<file path="src/rtl/llc_chan_sched.sv">
// Four-source input-channel scheduler for llc_core with a registered grant and DMA starvation boost.
// Define LLC_SCHED_STATS_EN to add per-channel handshake counters and the stat_clear input.
module llc_chan_sched #(
    parameter int STARVE_LIMIT = 8,
    parameter int CNT_W        = 16
) (
    input  logic             clk,
    input  logic             rst,
    input  logic             llc_rst_tb_valid,
    input  logic             llc_rsp_in_valid,
    input  logic             llc_req_in_valid,
    input  logic             llc_dma_req_in_valid,
    output logic             llc_rst_tb_ready,
    output logic             llc_rsp_in_ready,
    output logic             llc_req_in_ready,
    output logic             llc_dma_req_in_ready,
    input  logic             core_busy,
    output logic             sel_valid,
    output logic [1:0]       sel_chan,
    input  logic             sel_ready,
    output logic             dma_boost
`ifdef LLC_SCHED_STATS_EN
    ,
    input  logic             stat_clear,
    output logic [CNT_W-1:0] stat_rst_tb_cnt,
    output logic [CNT_W-1:0] stat_rsp_cnt,
    output logic [CNT_W-1:0] stat_req_cnt,
    output logic [CNT_W-1:0] stat_dma_cnt
`endif
);

    localparam logic [0:0]       IDLE  = 1'b0;
    localparam logic [0:0]       GRANT = 1'b1;
    localparam logic [CNT_W-1:0] LIMIT = CNT_W'(STARVE_LIMIT);

    localparam logic [1:0] CH_RST = 2'd0;
    localparam logic [1:0] CH_RSP = 2'd1;
    localparam logic [1:0] CH_REQ = 2'd2;
    localparam logic [1:0] CH_DMA = 2'd3;

    logic [0:0]       state_q, state_d;
    logic [1:0]       sel_chan_q, sel_chan_d;
    logic [CNT_W-1:0] starve_cnt_q, starve_cnt_d;
    logic             dma_boost_q, dma_boost_d;

    logic [3:0] elig;
    logic       handshake;
    logic       win_valid;
    logic [1:0] win_chan;

    assign handshake = (state_q == GRANT) && sel_ready;

    always_comb begin
        elig = {llc_dma_req_in_valid & ~core_busy,
                llc_req_in_valid & ~core_busy,
                llc_rsp_in_valid,
                llc_rst_tb_valid & ~core_busy};

        starve_cnt_d = starve_cnt_q;
        dma_boost_d  = dma_boost_q;
        if (handshake) begin
            if (sel_chan_q == CH_DMA) begin
                starve_cnt_d = '0;
                dma_boost_d  = 1'b0;
            end else if (sel_chan_q == CH_REQ && llc_dma_req_in_valid && starve_cnt_q != LIMIT) begin
                starve_cnt_d = starve_cnt_q + CNT_W'(1);
            end
        end
        if (starve_cnt_d == LIMIT) begin
            dma_boost_d = 1'b1;
        end

        // Arbitrate with the boost that will be in force while the new grant is presented.
        win_valid = |elig;
        win_chan  = CH_RST;
        if (elig[0]) begin
            win_chan = CH_RST;
        end else if (elig[1]) begin
            win_chan = CH_RSP;
        end else if (dma_boost_d && elig[3]) begin
            win_chan = CH_DMA;
        end else if (elig[2]) begin
            win_chan = CH_REQ;
        end else if (elig[3]) begin
            win_chan = CH_DMA;
        end

        state_d    = state_q;
        sel_chan_d = sel_chan_q;
        if (state_q == IDLE || handshake) begin
            if (win_valid) begin
                state_d    = GRANT;
                sel_chan_d = win_chan;
            end else begin
                state_d = IDLE;
            end
        end
    end

    always_ff @(posedge clk or negedge rst) begin
        if (!rst) begin
            state_q      <= IDLE;
            sel_chan_q   <= CH_RST;
            starve_cnt_q <= '0;
            dma_boost_q  <= 1'b0;
        end else begin
            state_q      <= state_d;
            sel_chan_q   <= sel_chan_d;
            starve_cnt_q <= starve_cnt_d;
            dma_boost_q  <= dma_boost_d;
        end
    end

    assign sel_valid = (state_q == GRANT);
    assign sel_chan  = sel_chan_q;
    assign dma_boost = dma_boost_q;

    assign llc_rst_tb_ready     = handshake && (sel_chan_q == CH_RST);
    assign llc_rsp_in_ready     = handshake && (sel_chan_q == CH_RSP);
    assign llc_req_in_ready     = handshake && (sel_chan_q == CH_REQ);
    assign llc_dma_req_in_ready = handshake && (sel_chan_q == CH_DMA);

`ifdef LLC_SCHED_STATS_EN
    logic [CNT_W-1:0] stat_cnt_q [4];
    logic [CNT_W-1:0] stat_cnt_d [4];

    // A clear wins over a coincident handshake, which is then not counted.
    always_comb begin
        for (int i = 0; i < 4; i++) begin
            stat_cnt_d[i] = stat_cnt_q[i];
            if (stat_clear) begin
                stat_cnt_d[i] = '0;
            end else if (handshake && sel_chan_q == i[1:0] && !(&stat_cnt_q[i])) begin
                stat_cnt_d[i] = stat_cnt_q[i] + CNT_W'(1);
            end
        end
    end

    always_ff @(posedge clk or negedge rst) begin
        if (!rst) begin
            for (int i = 0; i < 4; i++) begin
                stat_cnt_q[i] <= '0;
            end
        end else begin
            for (int i = 0; i < 4; i++) begin
                stat_cnt_q[i] <= stat_cnt_d[i];
            end
        end
    end

    assign stat_rst_tb_cnt = stat_cnt_q[0];
    assign stat_rsp_cnt    = stat_cnt_q[1];
    assign stat_req_cnt    = stat_cnt_q[2];
    assign stat_dma_cnt    = stat_cnt_q[3];
`endif

endmodule
</file>
<file path="config.mk">
export PLATFORM = sky130hd
export DESIGN_NAME = llc_chan_sched
export DESIGN_NICKNAME = d
export VERILOG_FILES = /design/src/rtl/llc_chan_sched.sv
export SDC_FILE = /design/constraint.sdc
export NUM_CORES = 1
export LEC_CHECK = 0
export ABC_AREA = 1
export CAP_MARGIN = 25
export CORE_MARGIN = 1
export CORE_UTILIZATION = 48
export DETAILED_ROUTE_END_ITERATION = 12
export PLACE_DENSITY_LB_ADDON = 0.1
export RECOVER_POWER = 100
export SYNTH_ARGS = -nofsm -noshare
export SYNTH_HDL_FRONTEND = slang
export SYNTH_SLANG_ARGS = --single-unit
</file>
<file path="constraint.sdc">
create_clock -name clk -period 2.7 [get_ports clk]
set_input_delay 0.405 -clock clk [delete_from_list [all_inputs] [get_ports clk]]
set_output_delay 0.405 -clock clk [all_outputs]
set_load 0.05 [all_outputs]
</file>
==> summary.md <==
* Initial Util: 52.5%
* Tot Pwr: 1.17 mW
* setup repair after global routing missed its margin: no
* Worst EP required: 2.96 ns
* Max IR drop VDD: 0.000394 V
* max cap viols: 0
* Seq cells post-synth: 20
* family with the most delay on the worst path: simple AND/OR/NAND/NOR gates
* clock transition time at the flip-flop clock pins of the worst setup and hold paths: 0.11 ns
* Synth Area in XOR/XNOR: 0%
* critical path's slowest cell: dfrtp_1
* most common library cell in the layout ignoring fill and taps: nand2_1
* count of final max-slew check failures: 0
* post-route clock period utilization: 87.7%
* dominant combinational cell family by area after synthesis: simple AND/OR/NAND/NOR gates
* total iterations of the first detailed-routing run: 8
* synthesis warning total: 0
* Overflow after GRT: 0
* largest clock skew in the final design: 0.00294 ns
* sequential share of power: 42.1%
* maximum clock path buffer count: 2
* Via Count: 1458
* floorplan row count: 19
* gate count after technology mapping: 241
* total clock sinks: 20
* status: complete, but fails checks
* chip width: 57.8 um
* min-delay worst type: register to register
* Area Growth Syn to Fin: 12.0%
* via count of the first global-routing pass: 1304
* IO Port Bufs: 15
* Final Net Count: 272
* register area: 500 um^2
* number of buffers and inverters on the critical path: 3
* detailed-route wire length per cell: 11.2 um
* Critical Path End Type: register
* leak pwr: 0.928 nW
* cell repeated most along the worst path: nand2_1
* Worst Path Class, Setup: register to register
* Final Routed Wirelength: 3260 um
* number of hold violations in the final report: 0
* achievable frequency: 0.422 GHz
* commonest non-fill, non-tap cells in the layout: 79 x nand2_1, 42 x inv_1, 39 x nor2_1
* violations in the final reports: design-rule violations
* antenna diode count: 0
* Pwr Density: 700 mW/mm^2
* Net Count, Synth: 251
* Net Switching: 0.554 mW
* Post-Syn Area: 0.00150 mm^2
* setup fix buffers added after clock tree synthesis: 0
* total routing usage reported by global routing: 21.8%
* insertion delay to the later sink of the worst-skew pair: 0.31 ns
* share of cell area taken by muxes after synthesis: 0%
* total non-filler cell area in the finished layout: 0.00168 mm^2
* maximum level of the CTS H-tree: 1
* Antenna Violating Nets Remaining: 0
* Floorplan Core Area: 0.00285 mm^2
* share of cells above drive strength 1: 6.92%
* arrival time reported for the critical path endpoint: 2.63 ns
* die area: 0.00334 mm^2
* proportion of power drawn by combinational gates: 45.3%
* clock network fraction of design power: 12.6%
* CTS Buf Count: 3
* share of total power consumed by net switching: 47.2%
* Residual DRC: 1
* share of synthesized cell area in full adder, half adder and majority cells: 1.67%
* average via count per standard cell: 5.01
* maximum net fanout on the critical path: 16
* CP Launch Type: register
* DRT iter0 DRCs: 76
* top-level I/O count: 16
* synthesized area per cell: 6.21 um^2
* root buffer cell: clkbuf_4
* placed instance area: 0.00167 mm^2
* initial antenna violation count: 0
* crit path cell chain: inv_1, ha_1, nand2_1, inv_1, nand2_1, nor2_1, nand2_2, nand3_2, clkinv_1, nand3_1, nand3_1, nor2_1, nand2_1, nor2_1, nand2_1, nand2_2, nand2_1, nand3_1, nand2_1, nand2_1
* slack of the critical path: 0.333 ns
* number of endpoints failing setup at the final stage: 0
* pin slew with the least headroom to its limit: 1.10 ns
* # fillers: 289
* sum of net half-perimeters after detailed placement: 2520 um
* routability-driven placement congestion ratio: 0.853
* global-route wire length before repair: 5650 um
* headroom to the max-slew limit: 26.4%
* peak per-stage delay on the critical path: 0.44 ns
* CTS resizes: 0
* maximum number of pins on one net before global-route repair: 21
* number of hold buffers added after cts: 0
* compound-gate portion of the synthesized area: 3.18%
* P_int: 0.619 mW
* sum of negative setup slack: 0 ns
* total area of multi-input combinational cells: 790 um^2
* area share of and/or/nand/nor cells after synthesis: 48.1%
* Distinct cells, synth: 22
* Min Clock Period, post-route: 2.37 ns
* vertical die dimension: 57.8 um
* share of synthesized area occupied by flip-flops and latches: 33.4%
* CTS tree: done
* setup slack at placement: 0.209 ns
-- worst register-to-register path, cell delays in order, from the launching register on --
cell and delay, ns:
dfrtp_1 0.44, inv_1 0.12, ha_1 0.16, nand2_1 0.05, inv_1 0.05, nand2_1 0.04, nor2_1 0.10, nand2_2 0.20
nand3_2 0.17, clkinv_1 0.16, nand3_1 0.10, nand3_1 0.12, nor2_1 0.14, nand2_1 0.05, nor2_1 0.09, nand2_1 0.07
nand2_2 0.06, nand2_1 0.05, nand3_1 0.06, nand2_1 0.05, nand2_1 0.05
-- registers in the layout, indices dropped and copies added (netlist names) --
signal,count
dma_boost,1
sel_chan,2
starve_cnt_q,16
sel_valid,1
-- metrics by stage --
| step | hold WS [ns] | cells | util (%) |
|---|---|---|---|
| after floorplan | 0.109 | 241 | - |
| after global placement | 0.508 | 288 | 58.7 |
| after detailed placement | 0.493 | 288 | 58.7 |
| after CTS | 0.428 | 291 | 59.5 |
| after global routing | 0.550 | 291 | 58.7 |
| final | 0.525 | 291 | 58.7 |
-- power by group through the flow --
stage / clock, mW / combinational, mW / sequential (mW)
4_1_cts: 0.158 / 0.548 / 0.494
5_1_grt: 0.163 / 0.604 / 0.510
3_5_place_dp: 0 / 0.545 / 0.499
3_3_place_gp: 0 / 0.536 / 0.503
6_report: 0.148 / 0.532 / 0.494
2_1_floorplan: 0 / 0.370 / 0.519
-- worst paths after layout --
check	cells past startpoint	slack, ns	startpoint	end
max in group asynchronous	2	1.24	rst	sel_valid$_DFFE_PN0N_
min in group asynchronous	2	0.81	rst	starve_cnt_q[12]$_DFF_PN0_
worst min-delay path	2	0.53	dma_boost$_DFF_PN0_	dma_boost$_DFF_PN0_
worst max register to register	20	0.33	starve_cnt_q[0]$_DFF_PN0_	sel_chan[0]$_DFFE_PN0P_
worst max-delay path	20	0.33	starve_cnt_q[0]$_DFF_PN0_	sel_chan[0]$_DFFE_PN0P_
worst min register to register	2	0.53	dma_boost$_DFF_PN0_	dma_boost$_DFF_PN0_
-- layer usage --
| layer | share of wire (%) | wire, um | vias to the layer above | global-route usage (%) |
|---|---|---|---|---|
| met5 | 0 | 0 | - | 0 |
| met4 | 1.4 | 44 | 0 | 8.16 |
| met3 | 1.9 | 63 | 4 | 2.01 |
| met2 | 46 | 1490 | 19 | 36.8 |
| met1 | 51 | 1660 | 655 | 29.2 |
| li1 | - | - | 780 | - |
-- final cells by class --
class	count	share of cell area (%)
clock buffers	3	1.34
inverters	44	9.86
multi-input cells	173	47.1
flip-flops and latches	20	29.9
well taps	31	2.32
repair buffers	20	9.48
-- cells in the mapped netlist --
cell      count  area share [%]
o21bai_1      2             1.0
nand4_1      12             5.0
a21oi_1       1            0.33
nand3_2       1            0.67
buf_6         3             2.3
nor3_4        1             1.1
inv_1        42              11
inv_2         1            0.25
nand2_1      79              20
nor3_1        2            0.67
o21a_1        1            0.50
nor2_1       38             9.5
clkinv_1      1            0.25
ha_1          2             1.7
dfrtp_1      20              33
o21ai_0       4             1.3
buf_2         1            0.33
nor2_2        5             2.1
nor2_4        1            0.75
nand3_1      20             6.7
nand2_2       3             1.3
nand3b_1      1            0.50
-- cells by family (layout without fill, tap and decap cells) --
family                   count (synthesis)  count (layout)
AO/OA/AOI/OAI                            8               8
AND/OR/NAND/NOR                        163             163
adder cells (fa/ha/maj)                  2               2
buffers and inverters                   48              67
flip-flops                              20              20
No activity file was read; power rests on OpenSTA's default activity.
